[src/rtl/pipeline_hazard_controller_if.sv]
// Hazard-controller bundle: the decode/EX/MEM observations the controller
// needs and the pipe-register controls and status it returns.
interface pipeline_hazard_controller_if #(
  parameter int REG_W = 5,
  parameter int CNT_W = 16
);
  logic [REG_W-1:0] id_rs;
  logic [REG_W-1:0] id_rt;
  logic             id_uses_rt;
  logic             ex_memread;
  logic [REG_W-1:0] ex_rt;
  logic             mem_branch_taken;
  logic             mem_busy;

  logic             pc_write;
  logic             ifid_write;
  logic             pipe_hold;
  logic             idex_bubble;
  logic             flush_ifid;
  logic             flush_idex;
  logic             flush_exmem;
  logic [1:0]       state;
  logic             mem_timeout;
  logic [CNT_W-1:0] stall_cycles;
  logic [CNT_W-1:0] flush_count;

  // Pipeline side: reports what sits in ID/EX/MEM, obeys the controls
  modport master (
    output id_rs, id_rt, id_uses_rt, ex_memread, ex_rt, mem_branch_taken, mem_busy,
    input  pc_write, ifid_write, pipe_hold, idex_bubble,
           flush_ifid, flush_idex, flush_exmem,
           state, mem_timeout, stall_cycles, flush_count
  );

  // Controller side
  modport slave (
    input  id_rs, id_rt, id_uses_rt, ex_memread, ex_rt, mem_branch_taken, mem_busy,
    output pc_write, ifid_write, pipe_hold, idex_bubble,
           flush_ifid, flush_idex, flush_exmem,
           state, mem_timeout, stall_cycles, flush_count
  );
endinterface

[src/rtl/pipeline_hazard_controller.sv]
// Hazard controller for the 5-stage pipeline: load-use bubbles, taken-branch
// flushes and whole-pipe freezes while data memory is busy. Controls are Mealy
// outputs of the current state and inputs; counters and the timeout flag are
// registered status.
module pipeline_hazard_controller #(
  parameter int REG_W            = 5,
  parameter int LOAD_USE_BUBBLES = 1,
  parameter int MEM_TIMEOUT      = 64,
  parameter int CNT_W            = 16
) (
  input  logic                          clk,
  input  logic                          reset,
  pipeline_hazard_controller_if.slave   hzIf
);

  typedef enum logic [1:0] {
    RUN      = 2'd0,
    LU_STALL = 2'd1,
    MEM_WAIT = 2'd2
  } state_t;

  localparam int                WAIT_W   = $clog2(MEM_TIMEOUT + 1);
  localparam logic [WAIT_W-1:0] WAIT_MAX = WAIT_W'(MEM_TIMEOUT);
  localparam logic [1:0]        LU_INIT  = 2'(LOAD_USE_BUBBLES - 1);
  localparam logic [REG_W-1:0]  ZERO_REG = '0;

  state_t            state_q, state_d;
  state_t            retState_q, retState_d;
  state_t            effState;
  logic [1:0]        luLeft_q, luLeft_d;
  logic [WAIT_W-1:0] waitCnt_q, waitCnt_d;
  logic              memTimeout_q, memTimeout_d;
  logic [CNT_W-1:0]  stallCycles_q, stallCycles_d;
  logic [CNT_W-1:0]  flushCount_q, flushCount_d;
  logic              stallInc, flushInc;
  logic              hazard;

  logic pcWrite, ifidWrite, pipeHold, idexBubble;
  logic flushIfid, flushIdex, flushExmem;

  // Load-use hazard: a load in EX writes a register the ID instruction reads
  always_comb begin
    hazard = hzIf.ex_memread && (hzIf.ex_rt != ZERO_REG) &&
             ((hzIf.ex_rt == hzIf.id_rs) ||
              (hzIf.id_uses_rt && (hzIf.ex_rt == hzIf.id_rt)));
  end

  // Once memory releases, MEM_WAIT acts as whichever state it interrupted
  always_comb begin
    effState = (state_q == MEM_WAIT) ? retState_q : state_q;
  end

  // Next-state and control outputs, in priority reset > busy > branch > hazard
  always_comb begin
    state_d      = state_q;
    retState_d   = retState_q;
    luLeft_d     = luLeft_q;
    waitCnt_d    = waitCnt_q;
    memTimeout_d = memTimeout_q;
    stallInc     = 1'b0;
    flushInc     = 1'b0;
    pcWrite      = 1'b1;
    ifidWrite    = 1'b1;
    pipeHold     = 1'b0;
    idexBubble   = 1'b0;
    flushIfid    = 1'b0;
    flushIdex    = 1'b0;
    flushExmem   = 1'b0;

    if (reset) begin
      pcWrite   = 1'b0;
      ifidWrite = 1'b0;
    end else if (hzIf.mem_busy) begin
      pcWrite   = 1'b0;
      ifidWrite = 1'b0;
      pipeHold  = 1'b1;
      stallInc  = 1'b1;
      if (state_q != MEM_WAIT) begin
        retState_d = state_q;
      end
      state_d = MEM_WAIT;
      if (waitCnt_q != WAIT_MAX) begin
        waitCnt_d = waitCnt_q + 1'b1;
      end
      if (waitCnt_q >= WAIT_MAX - 1'b1) begin
        memTimeout_d = 1'b1;
      end
    end else begin
      waitCnt_d = '0;
      state_d   = RUN;
      if (hzIf.mem_branch_taken) begin
        flushIfid  = 1'b1;
        flushIdex  = 1'b1;
        flushExmem = 1'b1;
        luLeft_d   = 2'd0;
        flushInc   = 1'b1;
      end else if (effState == LU_STALL) begin
        pcWrite    = 1'b0;
        ifidWrite  = 1'b0;
        idexBubble = 1'b1;
        stallInc   = 1'b1;
        luLeft_d   = luLeft_q - 1'b1;
        state_d    = (luLeft_q == 2'd1) ? RUN : LU_STALL;
      end else if (hazard) begin
        pcWrite    = 1'b0;
        ifidWrite  = 1'b0;
        idexBubble = 1'b1;
        stallInc   = 1'b1;
        if (LOAD_USE_BUBBLES > 1) begin
          luLeft_d = LU_INIT;
          state_d  = LU_STALL;
        end
      end
    end
  end

  // Performance counters stick at all-ones instead of wrapping
  always_comb begin
    stallCycles_d = stallCycles_q;
    flushCount_d  = flushCount_q;
    if (stallInc && (stallCycles_q != {CNT_W{1'b1}})) begin
      stallCycles_d = stallCycles_q + 1'b1;
    end
    if (flushInc && (flushCount_q != {CNT_W{1'b1}})) begin
      flushCount_d = flushCount_q + 1'b1;
    end
  end

  // State register with synchronous reset
  always_ff @(posedge clk) begin
    if (reset) begin
      state_q       <= RUN;
      retState_q    <= RUN;
      luLeft_q      <= 2'd0;
      waitCnt_q     <= '0;
      memTimeout_q  <= 1'b0;
      stallCycles_q <= '0;
      flushCount_q  <= '0;
    end else begin
      state_q       <= state_d;
      retState_q    <= retState_d;
      luLeft_q      <= luLeft_d;
      waitCnt_q     <= waitCnt_d;
      memTimeout_q  <= memTimeout_d;
      stallCycles_q <= stallCycles_d;
      flushCount_q  <= flushCount_d;
    end
  end

  assign hzIf.pc_write     = pcWrite;
  assign hzIf.ifid_write   = ifidWrite;
  assign hzIf.pipe_hold    = pipeHold;
  assign hzIf.idex_bubble  = idexBubble;
  assign hzIf.flush_ifid   = flushIfid;
  assign hzIf.flush_idex   = flushIdex;
  assign hzIf.flush_exmem  = flushExmem;
  assign hzIf.state        = state_q;
  assign hzIf.mem_timeout  = memTimeout_q;
  assign hzIf.stall_cycles = stallCycles_q;
  assign hzIf.flush_count  = flushCount_q;

endmodule

[src/flat_wrapper.sv]
// flat-port wrapper written by rule: the top's interface ports become plain ports
module pipeline_hazard_controller_flat 
#(
  parameter int REG_W            = 5,
  parameter int LOAD_USE_BUBBLES = 1,
  parameter int MEM_TIMEOUT      = 64,
  parameter int CNT_W            = 16
)
  (clk, reset, hzIf_id_rs, hzIf_id_rt, hzIf_id_uses_rt, hzIf_ex_memread, hzIf_ex_rt, hzIf_mem_branch_taken, hzIf_mem_busy, hzIf_pc_write, hzIf_ifid_write, hzIf_pipe_hold, hzIf_idex_bubble, hzIf_flush_ifid, hzIf_flush_idex, hzIf_flush_exmem, hzIf_state, hzIf_mem_timeout, hzIf_stall_cycles, hzIf_flush_count);
  pipeline_hazard_controller_if #(.REG_W(REG_W), .CNT_W(CNT_W)) hzIf_i ();
  input  logic clk;
  input  logic reset;
  input wire logic [$bits(hzIf_i.id_rs)-1:0] hzIf_id_rs;
  input wire logic [$bits(hzIf_i.id_rt)-1:0] hzIf_id_rt;
  input wire logic [$bits(hzIf_i.id_uses_rt)-1:0] hzIf_id_uses_rt;
  input wire logic [$bits(hzIf_i.ex_memread)-1:0] hzIf_ex_memread;
  input wire logic [$bits(hzIf_i.ex_rt)-1:0] hzIf_ex_rt;
  input wire logic [$bits(hzIf_i.mem_branch_taken)-1:0] hzIf_mem_branch_taken;
  input wire logic [$bits(hzIf_i.mem_busy)-1:0] hzIf_mem_busy;
  output wire logic [$bits(hzIf_i.pc_write)-1:0] hzIf_pc_write;
  output wire logic [$bits(hzIf_i.ifid_write)-1:0] hzIf_ifid_write;
  output wire logic [$bits(hzIf_i.pipe_hold)-1:0] hzIf_pipe_hold;
  output wire logic [$bits(hzIf_i.idex_bubble)-1:0] hzIf_idex_bubble;
  output wire logic [$bits(hzIf_i.flush_ifid)-1:0] hzIf_flush_ifid;
  output wire logic [$bits(hzIf_i.flush_idex)-1:0] hzIf_flush_idex;
  output wire logic [$bits(hzIf_i.flush_exmem)-1:0] hzIf_flush_exmem;
  output wire logic [$bits(hzIf_i.state)-1:0] hzIf_state;
  output wire logic [$bits(hzIf_i.mem_timeout)-1:0] hzIf_mem_timeout;
  output wire logic [$bits(hzIf_i.stall_cycles)-1:0] hzIf_stall_cycles;
  output wire logic [$bits(hzIf_i.flush_count)-1:0] hzIf_flush_count;
  assign hzIf_i.id_rs = hzIf_id_rs;
  assign hzIf_i.id_rt = hzIf_id_rt;
  assign hzIf_i.id_uses_rt = hzIf_id_uses_rt;
  assign hzIf_i.ex_memread = hzIf_ex_memread;
  assign hzIf_i.ex_rt = hzIf_ex_rt;
  assign hzIf_i.mem_branch_taken = hzIf_mem_branch_taken;
  assign hzIf_i.mem_busy = hzIf_mem_busy;
  assign hzIf_pc_write = hzIf_i.pc_write;
  assign hzIf_ifid_write = hzIf_i.ifid_write;
  assign hzIf_pipe_hold = hzIf_i.pipe_hold;
  assign hzIf_idex_bubble = hzIf_i.idex_bubble;
  assign hzIf_flush_ifid = hzIf_i.flush_ifid;
  assign hzIf_flush_idex = hzIf_i.flush_idex;
  assign hzIf_flush_exmem = hzIf_i.flush_exmem;
  assign hzIf_state = hzIf_i.state;
  assign hzIf_mem_timeout = hzIf_i.mem_timeout;
  assign hzIf_stall_cycles = hzIf_i.stall_cycles;
  assign hzIf_flush_count = hzIf_i.flush_count;
  pipeline_hazard_controller #(.REG_W(REG_W), .LOAD_USE_BUBBLES(LOAD_USE_BUBBLES), .MEM_TIMEOUT(MEM_TIMEOUT), .CNT_W(CNT_W)) u_core (.clk(clk), .reset(reset), .hzIf(hzIf_i));
endmodule
[config.mk]
export PLATFORM = sky130hd
export DESIGN_NAME = pipeline_hazard_controller_flat
export DESIGN_NICKNAME = d
export VERILOG_FILES = /design/src/rtl/pipeline_hazard_controller_if.sv /design/src/rtl/pipeline_hazard_controller.sv /design/src/flat_wrapper.sv
export SDC_FILE = /design/constraint.sdc
export NUM_CORES = 1
export LEC_CHECK = 0
export ABC_CLOCK_PERIOD_IN_PS = 3100
export CORE_AREA = 2 2 73 75
export CTS_CLUSTER_DIAMETER = 120
export DETAILED_ROUTE_END_ITERATION = 8
export DIE_AREA = 0 0 75 77
export PLACE_DENSITY_LB_ADDON = 0.2
export REMOVE_ABC_BUFFERS = 1
export SLEW_MARGIN = 10
export SYNTH_ARGS = -nofsm -noshare
export SYNTH_HDL_FRONTEND = slang
export SYNTH_SLANG_ARGS = --single-unit
[constraint.sdc]
create_clock -name clk -period 3.1 [get_ports clk]
set_clock_uncertainty 0.15 [all_clocks]
set_input_delay 0.93 -clock clk [delete_from_list [all_inputs] [get_ports clk]]
set_output_delay 0.93 -clock clk [all_outputs]
set_load 0.1 [all_outputs]
* After elaboration in Yosys (flattened, before gate mapping) *
Cells that the tools add are included.

storage, ports and cells
  flip-flop bits (word level) = 46
  logic and storage cells = 61

operators by class
  $add $sub $neg = 4
  $lt $le $gt $ge = 1
  eq/ne operators = 9
  mux-type cells = 24
  bitwise gates (word level) = 2
  reduce and logical (&&, ||, !) cells = 13

operators with widths
  cell                                                                number
  adder 16 x 1 -> 16 bit (second input constant)                      2
  != test 16 bit (second input constant)                              2
  two-way mux 1 bit                                                   18
  two-way mux 2 bit                                                   6
  equality test 5 bit                                                 2
  adder 7 x 1 -> 7 bit (second input constant)                        1
  greater-or-equal comparator 7 x 6 -> 1 bit (second input constant)  1
  != test 7 bit (second input constant)                               1
  AND reduction 2 bit                                                 3
  logical AND 1 bit                                                   5
  nonzero test 5 bit                                                  1
  equality test 2 x 1 -> 1 bit (second input constant)                2
  OR reduction 4 bit                                                  1
  equality test 2 bit (second input constant)                         1
  != test 2 bit (second input constant)                               1
  inverter 1 bit                                                      2
  nonzero test 2 bit                                                  1
  OR reduction 2 bit                                                  1
  subtractor 2 x 1 -> 2 bit (second input constant)                   1
  logical OR 1 bit                                                    1

* Depth between registers and ports, before layout *
Gate-level depths: netlist of run 1.

  word-level depth = 10
  mapped depth = 8
  gate-level depth less buffers = 7

* Worst setup path after synthesis of run 1 *
Ideal clock, no wire load.

  path kind = input to output
  start = input port hzIf_ex_rt[0]
  end = output port hzIf_pc_write
  arrival = 4.379 ns
  data required time = 2.020 ns
  setup slack = -2.359 ns
  cell stages on the path = 5
  buffers on the path = 1
  cells stage by stage = or4_1 o21ai_0 o21ai_0 nor3_1 buf_4

between the ends
  longest elaborated chain between the ends = 9

ends and longest elaborated chain
  element                            RTL line                          source
  start: declaration                 flat_wrapper.sv:17                input wire logic [$bits(hzIf_i.ex_rt)-1:0] hzIf_ex_rt;
  equality test 5 bit                pipeline_hazard_controller.sv:45  (hzIf.id_uses_rt && (hzIf.ex_rt == hzIf.id_rt)));
  logical AND 1 bit                  pipeline_hazard_controller.sv:45
  logical OR 1 bit                   pipeline_hazard_controller.sv:44  ((hzIf.ex_rt == hzIf.id_rs) ||
  logical AND 1 bit *                pipeline_hazard_controller.sv:43  hazard = hzIf.ex_memread && (hzIf.ex_rt != ZERO_REG) &&
  two-way mux 1 bit * (5 in series)  -
  end: declaration                   flat_wrapper.sv:20                output wire logic [$bits(hzIf_i.pc_write)-1:0] hzIf_pc_write;

Mark *: on every way between the ends. The rest lies on a longest branch, timed or not.

* Final worst setup path of run 1 *
  start = input port hzIf_ex_rt[3]
  end = output port hzIf_pc_write

between the ends
  longest elaborated chain between the ends = 9

ends and longest elaborated chain
  element              RTL line                           source
  equality test 5 bit  pipeline_hazard_controller.sv:45
  logical AND 1 bit    pipeline_hazard_controller.sv:45
  logical OR 1 bit     pipeline_hazard_controller.sv:44
  logical AND 1 bit *  pipeline_hazard_controller.sv:43
  two-way mux 1 bit *  pipeline_hazard_controller.sv:104  end else if (hazard) begin
  two-way mux 1 bit *  pipeline_hazard_controller.sv:97   end else if (effState == LU_STALL) begin
  two-way mux 1 bit *  pipeline_hazard_controller.sv:91   if (hzIf.mem_branch_taken) begin
  two-way mux 1 bit *  pipeline_hazard_controller.sv:73   end else if (hzIf.mem_busy) begin
  two-way mux 1 bit *  pipeline_hazard_controller.sv:70   if (reset) begin

Marked as above.

==> summary.md, run 1 <==
### Status
- result of the run: complete, but fails checks
- violations in the final reports: negative setup slack

### Clocking
- worst-case clock buffer depth: 2
- clock buffers created by TritonCTS: 5
- clock transition at the registers of the reported paths: 80 ps
- clock sinks: 46
- CTS H-tree depth: 2
- worst skew pair latency: 300 ps
- CTS tree: yes
- Root Driver: sky130_fd_sc_hd__clkbuf_8

### Placement
- Port-buffer cells: 62
- gp weighted congestion: 0.8693
- detailed-placement wirelength estimate: 3881 um
- placement-stage cell area: 0.003083 mm^2
- total instance count after detailed placement: 415

### Floorplan
- standard cell core area: 0.004977 mm^2
- Cell Rows: 26
- num ports: 63
- die outline area: 0.005775 mm^2
- effective utilization at floorplan: 45.98%
- die span in y: 77 um
- die boundary width: 75 um

### Timing
- aggregate negative setup slack: -720.1 ps
- Hold Violations, Final: 0
- setup slack of the critical path after layout: -225.4 ps
- Final Max Slew Viols: 0
- Setup Viol. Count Final: 6
- post-route fraction of the period consumed by the critical path: 107.3%
- maximum achievable frequency: 300.7 MHz
- slew at the pin closest to its max-slew limit: 760.8 ps
- post-layout min period: 3325 ps
- setup repair after global routing missed its margin: yes
- remaining max-slew budget at the tightest pin: 48.81%

### Detailed routing
- overall via count from detail_route: 2,217
- Routed Antenna Nets: 0
- starting DRC count in detailed routing: 117
- WL final: 5396 um
- vias per cell: 5.180
- post-DR wirelength/cell: 12.61 um
- DR DRC count: 0
- Pre-Repair DR Iteration Count: 4

### Logic synthesis
- synthesis-stage register bit count: 46
- cell area after synthesis: 0.002288 mm^2
- number of cells produced by synthesis: 272
- mean instance size in the synthesized netlist: 8.413 um^2
- YS warnings: 0
- fraction of post-synthesis cell area in the top cell type by area: 40.24%
- number of distinct library cells after synthesis: 41
- biggest area contributors in the synthesized netlist: sky130_fd_sc_hd__dfxtp_1 40%, sky130_fd_sc_hd__xor2_1 8.8%, sky130_fd_sc_hd__nor2_1 5.7%, sky130_fd_sc_hd__a21oi_1 4.2%, sky130_fd_sc_hd__nand4_1 3.3%
- post-synth top area cell: sky130_fd_sc_hd__dfxtp_1
- sequential share of the synthesized area: 40.24%

### Worst setup path
- Worst setup EP type: primary output
- launching point of the worst reg2reg path: u_core.hzIf.flush_count[7]
- worst-path fanout max: 2
- register-to-register path setup slack: 820 ps
- depth of the worst register-to-register path: 7
- capturing point of the worst reg2reg path: u_core.hzIf.flush_count[9]
- signal arrival time at the worst endpoint: 2250 ps
- crit start category: input pin
- Critical Path RT: 2020 ps
- Setup CP Type: input pin to primary output

### Finish
- layout cells sized above 1: 27.93%
- Layout Cells excl Fill: 428
- post-route cell area: 0.003276 mm^2
- synthesis-to-layout area growth: 43.14%
- final-stage net count: 383
- antenna fix cells: 0

### Global routing
- pin count of the biggest net entering global routing: 26
- number of antenna violations at the first check in global routing: 0
- global-route wire length before repair: 9487 um
- global-route congestion overflow total: 0
- number of global-route vias before repair: 2,066
- Tot GR Track Use: 20.28%

### Flow run
- Max Cap Violations: 0

### Worst hold path
- type of the tightest min-delay check: flip-flop to flip-flop
- worst hold path endpoint: u_core.retState_q[1]
- Min-Delay Startpoint: u_core.retState_q[1]
- hold path depth: 2

### Power and ir drop
- power per cell area: 378.1 mW/mm^2
- worst IR drop on VDD: 0.2398 mV
- Pleak: 1.337 nW
- post-layout power: 0.001239 W

## metal layers
layer | GRT usage (%) | part of all wire, % | up-vias
li1 | - | - | 1146
met1 | 27.79 | 47 | 1005
met2 | 31.58 | 48 | 58
met3 | 4.599 | 4.2 | 8
met4 | 5.714 | 1.2 | 0
met5 | 0 | 0 | -
## cell usage after synthesis
| cell type | number |
|---|---|
| sky130_fd_sc_hd__a211o_1 | 1 |
| sky130_fd_sc_hd__a21boi_1 | 1 |
| sky130_fd_sc_hd__a21o_1 | 1 |
| sky130_fd_sc_hd__a21oi_1 | 19 |
| sky130_fd_sc_hd__a22oi_1 | 2 |
| sky130_fd_sc_hd__a31o_2 | 1 |
| sky130_fd_sc_hd__a32oi_1 | 1 |
| sky130_fd_sc_hd__and2_1 | 1 |
| sky130_fd_sc_hd__and3_1 | 8 |
| sky130_fd_sc_hd__and4_1 | 1 |
| sky130_fd_sc_hd__buf_1 | 1 |
| sky130_fd_sc_hd__buf_2 | 1 |
| sky130_fd_sc_hd__buf_4 | 3 |
| sky130_fd_sc_hd__buf_6 | 1 |
| sky130_fd_sc_hd__clkbuf_1 | 5 |
| sky130_fd_sc_hd__dfxtp_1 | 46 |
| sky130_fd_sc_hd__ha_1 | 5 |
| sky130_fd_sc_hd__inv_1 | 9 |
| sky130_fd_sc_hd__mux2_2 | 3 |
| sky130_fd_sc_hd__mux2i_1 | 1 |
| sky130_fd_sc_hd__nand2_1 | 18 |
| sky130_fd_sc_hd__nand2b_1 | 2 |
| sky130_fd_sc_hd__nand3_1 | 13 |
| sky130_fd_sc_hd__nand3b_1 | 1 |
| sky130_fd_sc_hd__nand4_1 | 12 |
| sky130_fd_sc_hd__nand4bb_1 | 1 |
| sky130_fd_sc_hd__nor2_1 | 35 |
| sky130_fd_sc_hd__nor2b_1 | 4 |
| sky130_fd_sc_hd__nor3_1 | 3 |
| sky130_fd_sc_hd__nor3b_1 | 1 |
| sky130_fd_sc_hd__nor4_1 | 6 |
| sky130_fd_sc_hd__nor4b_1 | 1 |
| sky130_fd_sc_hd__o211a_1 | 1 |
| sky130_fd_sc_hd__o21ai_0 | 12 |
| sky130_fd_sc_hd__o311ai_0 | 1 |
| sky130_fd_sc_hd__o31ai_1 | 6 |
| sky130_fd_sc_hd__o41ai_1 | 1 |
| sky130_fd_sc_hd__or3_1 | 6 |
| sky130_fd_sc_hd__or4_1 | 7 |
| sky130_fd_sc_hd__xnor2_1 | 7 |
| sky130_fd_sc_hd__xor2_1 | 23 |
## state kept, by name (all words and copies together), names as in the netlist
name / count
u_core.hzIf.state: 2
u_core.hzIf.stall_cycles: 16
u_core.waitCnt_q: 7
u_core.hzIf.flush_count: 16
u_core.retState_q: 2
u_core.luLeft_q: 2
u_core.hzIf.mem_timeout: 1
## cell type report
class,instances,area (um^2)
timing repair buffer,89,790.8
sequential,46,920.9
clock buffer,5,68.82
multi-input combinational,206,1330
tap,70,87.58
inverter,9,33.78
clock inverter,3,43.79
fill,445,1702
## report_power, final
part	internal [W]	leakage [nW]	total [W]	switching, W
combinational	0.0000760	0.907	0.000189	0.000113
clock	0.000242	0.0585	0.000448	0.000206
sequential	0.000595	0.371	0.000602	0.00000673
## worst max-delay path: stages
cell and delay (ps):
sky130_fd_sc_hd__buf_6 90, sky130_fd_sc_hd__or4_4 550, sky130_fd_sc_hd__o21ai_4 160, sky130_fd_sc_hd__o21ai_2 80, sky130_fd_sc_hd__nor3_2 100, sky130_fd_sc_hd__buf_4 160, sky130_fd_sc_hd__buf_12 170
## timing repair
item,in CTS,in global routing
buffers inserted,3,2
endpoints found under the setup margin,21,19
pin swaps,17,5
gates resized for setup,52,12
hold buffers,0,0
## placed cells by master (no fill, tap or decap), types with 2 or more instances in the layout
master                            Yosys  final
sky130_fd_sc_hd__clkdlybuf4s15_1      0      3
sky130_fd_sc_hd__buf_12               0      7
sky130_fd_sc_hd__or4_1                7      6
sky130_fd_sc_hd__buf_6                1      5
sky130_fd_sc_hd__a21oi_1             19     19
sky130_fd_sc_hd__nand2b_1             2      2
sky130_fd_sc_hd__buf_2                1      3
sky130_fd_sc_hd__clkbuf_8             0      5
sky130_fd_sc_hd__nor2b_1              4      3
sky130_fd_sc_hd__nor2_1              35     35
sky130_fd_sc_hd__xnor2_1              7      7
sky130_fd_sc_hd__xor2_1              23     23
sky130_fd_sc_hd__o21ai_0             12     10
sky130_fd_sc_hd__inv_1                9      8
sky130_fd_sc_hd__and3_1               8      7
sky130_fd_sc_hd__nand4_1             12     12
sky130_fd_sc_hd__nand3_1             13     13
sky130_fd_sc_hd__or3_1                6      6
sky130_fd_sc_hd__nor4_1               6      5
sky130_fd_sc_hd__clkdlybuf4s50_1      0      4
sky130_fd_sc_hd__mux2_2               3      3
sky130_fd_sc_hd__nor3_2               0      2
sky130_fd_sc_hd__buf_4                3     62
sky130_fd_sc_hd__ha_1                 5      5
sky130_fd_sc_hd__dlygate4sd2_1        0      5
sky130_fd_sc_hd__dfxtp_1             46     46
sky130_fd_sc_hd__a22oi_1              2      2
sky130_fd_sc_hd__nand2_1             18     18
sky130_fd_sc_hd__o31ai_1              6      6
## worst max path at each step
stage	startpoint	slack (ps)	to	cells past startpoint
floorplan	hzIf_mem_busy	-6020	u_core.hzIf.flush_count[9]	6
global placement	hzIf_ex_rt[3]	-660	hzIf_pc_write	7
detailed placement	hzIf_ex_rt[3]	-700	hzIf_pc_write	7
CTS	hzIf_ex_rt[3]	-310	hzIf_pc_write	7
global route	hzIf_ex_rt[0]	-290	hzIf_pc_write	7
finish	hzIf_ex_rt[3]	-230	hzIf_pc_write	7
## cell families (layout without fill, tap and decap cells)
group	count (synthesis)	after routing	share of synthesized area, %
XOR/XNOR	30	30	11.48
multiplexers	4	4	1.914
buffers and inverters	20	106	4.155
flip-flops	46	46	40.24
adder cells (fa/ha/maj)	5	5	2.734
AO/OA/AOI/OAI	47	47	12.41
AND/OR/NAND/NOR	120	120	27.06
## through the flow
| step | hold slack [ps] | utilization (%) | setup slack [ps] |
|---|---|---|---|
| 2_1_floorplan | 294.4 | - | -6022 |
| 3_3_place_gp | 311.2 | 61.94 | -659.4 |
| 3_5_place_dp | 320.1 | 61.94 | -704.5 |
| 4_1_cts | 339.4 | 64.58 | -310.6 |
| 5_1_grt | 359.8 | 65.81 | -285.3 |
| 6_report | 332.7 | 65.81 | -225.4 |
(Power assumes the default switching activity.)
==> run 2, diff against run 1 <==
--- a/config.mk
+++ b/config.mk
@@ -10,6 +10,7 @@
 export CTS_CLUSTER_DIAMETER = 120
 export DETAILED_ROUTE_END_ITERATION = 8
 export DIE_AREA = 0 0 75 77
+export GPL_ROUTABILITY_DRIVEN = 0
 export PLACE_DENSITY_LB_ADDON = 0.2
 export REMOVE_ABC_BUFFERS = 1
 export SLEW_MARGIN = 10
==> results of run 2 <==
Same layout as run 1: the final DEF is identical, and so are final timing and power.
==> run 3, diff against run 2 <==
--- a/config.mk
+++ b/config.mk
@@ -6,10 +6,10 @@
 export NUM_CORES = 1
 export LEC_CHECK = 0
 export ABC_CLOCK_PERIOD_IN_PS = 3100
-export CORE_AREA = 2 2 73 75
+export CORE_AREA = 2 2 83 85
 export CTS_CLUSTER_DIAMETER = 120
 export DETAILED_ROUTE_END_ITERATION = 8
-export DIE_AREA = 0 0 75 77
+export DIE_AREA = 0 0 85 87
 export GPL_ROUTABILITY_DRIVEN = 0
 export PLACE_DENSITY_LB_ADDON = 0.2
 export REMOVE_ABC_BUFFERS = 1
==> run 3 against run 2 <==
Compared with the run above:
- the flow still finishes with violations (negative setup slack)
- sequential cell count is the same
- sequential power is essentially flat
- sequential share of layout area shrank 0.31 points
- via count shrank 2.4%
- clock power shrank 2%
- combinational power grew 2%
- largest power group unchanged
- highest routed layer unchanged
==> summary.md, run 3 (same netlist as run 1, synthesis figures left out) <==
### Status
- result of the run: complete, but fails checks
- violations in the final reports: negative setup slack

### Global routing
- global-route wire length before repair: 9487 um, unchanged
- pin count of the biggest net entering global routing: 31, +19%
- number of antenna violations at the first check in global routing: 0, unchanged
- global-route congestion overflow total: 0, unchanged
- number of global-route vias before repair: 2,098, +1.5%
- Tot GR Track Use: 15.54%, -4.7 points

### Detailed routing
- top routing layer used: met4
- Pre-Repair DR Iteration Count: 4, unchanged
- DR DRC count: 0, unchanged
- WL final: 5568 um, +3.2%
- Routed Antenna Nets: 0, unchanged
- starting DRC count in detailed routing: 59, -50%
- vias per cell: 4.972, -4.0%
- met1 routed wirelength after detailed routing: 2568 um, +1.9%
- wire length on met3: 236 um, +4.9%
- overall via count from detail_route: 2,163, -2.4%
- met2 wire length: 2693 um, +4.3%
- post-DR wirelength/cell: 12.80 um, +1.5%

### Worst hold path
- Min-Delay Startpoint: u_core.hzIf.mem_timeout
- worst hold path endpoint: u_core.hzIf.mem_timeout
- hold path depth: 2, unchanged
- type of the tightest min-delay check: flip-flop to flip-flop

### Placement
- placement-stage cell area: 0.003115 mm^2, +1.1%
- detailed-placement wirelength estimate: 4035 um, +4.0%
- Port-buffer cells: 62, unchanged
- post-placement setup slack: -712.0 ps, -7.501 ps

### Timing
- post-route worst hold slack: 337.3 ps, +4.645 ps
- slew at the pin closest to its max-slew limit: 746.8 ps, -14.06 ps
- post-layout min period: 3376 ps, +50.59 ps
- maximum achievable frequency: 296.2 MHz, -1.5%
- aggregate negative setup slack: -840.7 ps, -120.6 ps
- remaining max-slew budget at the tightest pin: 49.76%, +0.95 points
- Final Max Slew Viols: 0, unchanged
- setup slack of the critical path after layout: -276.0 ps, -50.59 ps
- Setup Viol. Count Final: 6, unchanged
- setup repair after global routing missed its margin: yes
- Hold Violations, Final: 0, unchanged
- post-route fraction of the period consumed by the critical path: 108.9%, +1.6 points

### Worst setup path
- crit start category: input pin
- buffering stage count on the worst path with inverters included: 2, -1
- signal arrival time at the worst endpoint: 2300 ps, +50 ps
- capturing point of the worst reg2reg path: u_core.hzIf.stall_cycles[10]
- Crit path largest cell delay: 540 ps, about the same
- Critical Path RT: 2020 ps, about the same
- depth of the worst register-to-register path: 8, +1
- Setup CP Type: input pin to primary output
- register-to-register path setup slack: 830 ps, about the same
- cells along the critical path: buf_8 > or4_4 > o21ai_4 > o21ai_4 > nor3_4 > buf_12
- Largest delay share family, worst path: simple AND/OR/NAND/NOR gates
- Crit-path slowest cell: sky130_fd_sc_hd__or4_4
- Worst setup EP type: primary output
- launching point of the worst reg2reg path: u_core.hzIf.state[0]
- worst-path fanout max: 3, +1
- crit-path most repeated cell: sky130_fd_sc_hd__o21ai_4

### Floorplan
- die boundary width: 85 um, +13%
- effective utilization at floorplan: 34.84%, -11 points
- standard cell core area: 0.006569 mm^2, +32%
- Cell Rows: 30, +15%
- die outline area: 0.007395 mm^2, +28%
- die span in y: 87 um, +13%
- num ports: 63, unchanged

### Clocking
- hold-fix buffer count after cts: 0, unchanged
- worst skew pair latency: 290 ps, about the same
- clock sinks: 46, unchanged
- CTS tree: yes
- clock transition at the registers of the reported paths: 80 ps, about the same
- worst-case clock buffer depth: 2, unchanged
- CTS H-tree depth: 2, unchanged
- Root Driver: sky130_fd_sc_hd__clkbuf_8
- clock buffers created by TritonCTS: 5, unchanged

### Power and ir drop
- Pleak: 1.339 nW, +0.20%
- post-layout power: 0.001233 W, -0.44%
- power per cell area: 372.3 mW/mm^2, -1.5%
- worst IR drop on VDD: 0.2255 mV, -6.0%

### Finish
- most frequent standard cell in the layout excluding fill and tap cells: sky130_fd_sc_hd__buf_4
- post-route cell area: 0.003312 mm^2, +1.1%
- layout cells sized above 1: 27.89%, -0.046 points
- antenna fix cells: 0, unchanged
- synthesis-to-layout area growth: 44.72%
- final-stage net count: 380, -0.78%
- most used cells in the layout excluding fill and tap cells: 58 x sky130_fd_sc_hd__buf_4, 46 x sky130_fd_sc_hd__dfxtp_1, 34 x sky130_fd_sc_hd__nor2_1, 22 x sky130_fd_sc_hd__xor2_1, 19 x sky130_fd_sc_hd__a21oi_1

### Flow run
- Max Cap Violations: 0, unchanged

-- run 3: changes by cell type in the layout (fill, tap and decap cells not counted), sizes merged --
cell	delta
buf	-3
clkbuf	+2
clkdlybuf4s50	-1
clkinv	-1
dlygate4sd2	+1
inv	-1
-- run 3: power by group --
part | switching, W | internal (W) | leakage [nW] | total (W)
logic | 0.000115 | 0.0000781 | 0.915 | 0.000193
registers | 0.00000658 | 0.000595 | 0.371 | 0.000602
clock network | 0.000197 | 0.000241 | 0.0524 | 0.000439
total | 0.000318 | 0.000915 | 1.34 | 0.00123
-- run 3: layer usage --
layer | up-vias | GRT usage (%)
met5 | - | 0
li1 | 1130 | -
met3 | 8 | 3.507
met1 | 979 | 19.90
met2 | 46 | 26.21
met4 | 0 | 4.618
-- run 3: per-stage QoR --
stage / utilization [%] / instances
floorplan: - / 261
global placement: 47.43 / 426
detailed placement: 47.43 / 426
CTS: 49.85 / 436
global route: 50.42 / 435
finish: 50.42 / 435
-- run 3: tightest hold or removal path, stage by stage (launching register included) --
cell,delay [ps]
sky130_fd_sc_hd__dfxtp_1,340
sky130_fd_sc_hd__a21oi_1,50
sky130_fd_sc_hd__nor2_1,70
-- run 3: area by class of cell --
cell class | instances | area (um^2)
Multi-Input combinational cell | 206 | 1356
Inverter | 9 | 33.78
Sequential cell | 46 | 920.9
Tap cell | 80 | 100.1
Timing Repair Buffer | 86 | 794.5
Clock inverter | 1 | 30.03
Clock buffer | 7 | 76.32
Fill cell | 617 | 3257
-- run 3: repair_timing --
action / 4_1_cts / 5_1_grt
resized for setup: 64 / 9
endpoints found under the setup margin: 20 / 7
buffers inserted: 3 / 0
pin swaps: 17 / 5
-- run 3: worst max path at each step --
stage | from | end | slack (ps) | cells after the start
CTS | hzIf_ex_rt[2] | hzIf_ifid_write | -310 | 6
global route | hzIf_ex_rt[2] | hzIf_ifid_write | -310 | 6
floorplan | hzIf_mem_busy | u_core.hzIf.flush_count[9] | -6020 | 6
global placement | hzIf_ex_rt[3] | hzIf_pc_write | -670 | 7
finish | hzIf_ex_rt[2] | hzIf_ifid_write | -280 | 6
detailed placement | hzIf_ex_rt[3] | hzIf_ifid_write | -710 | 7
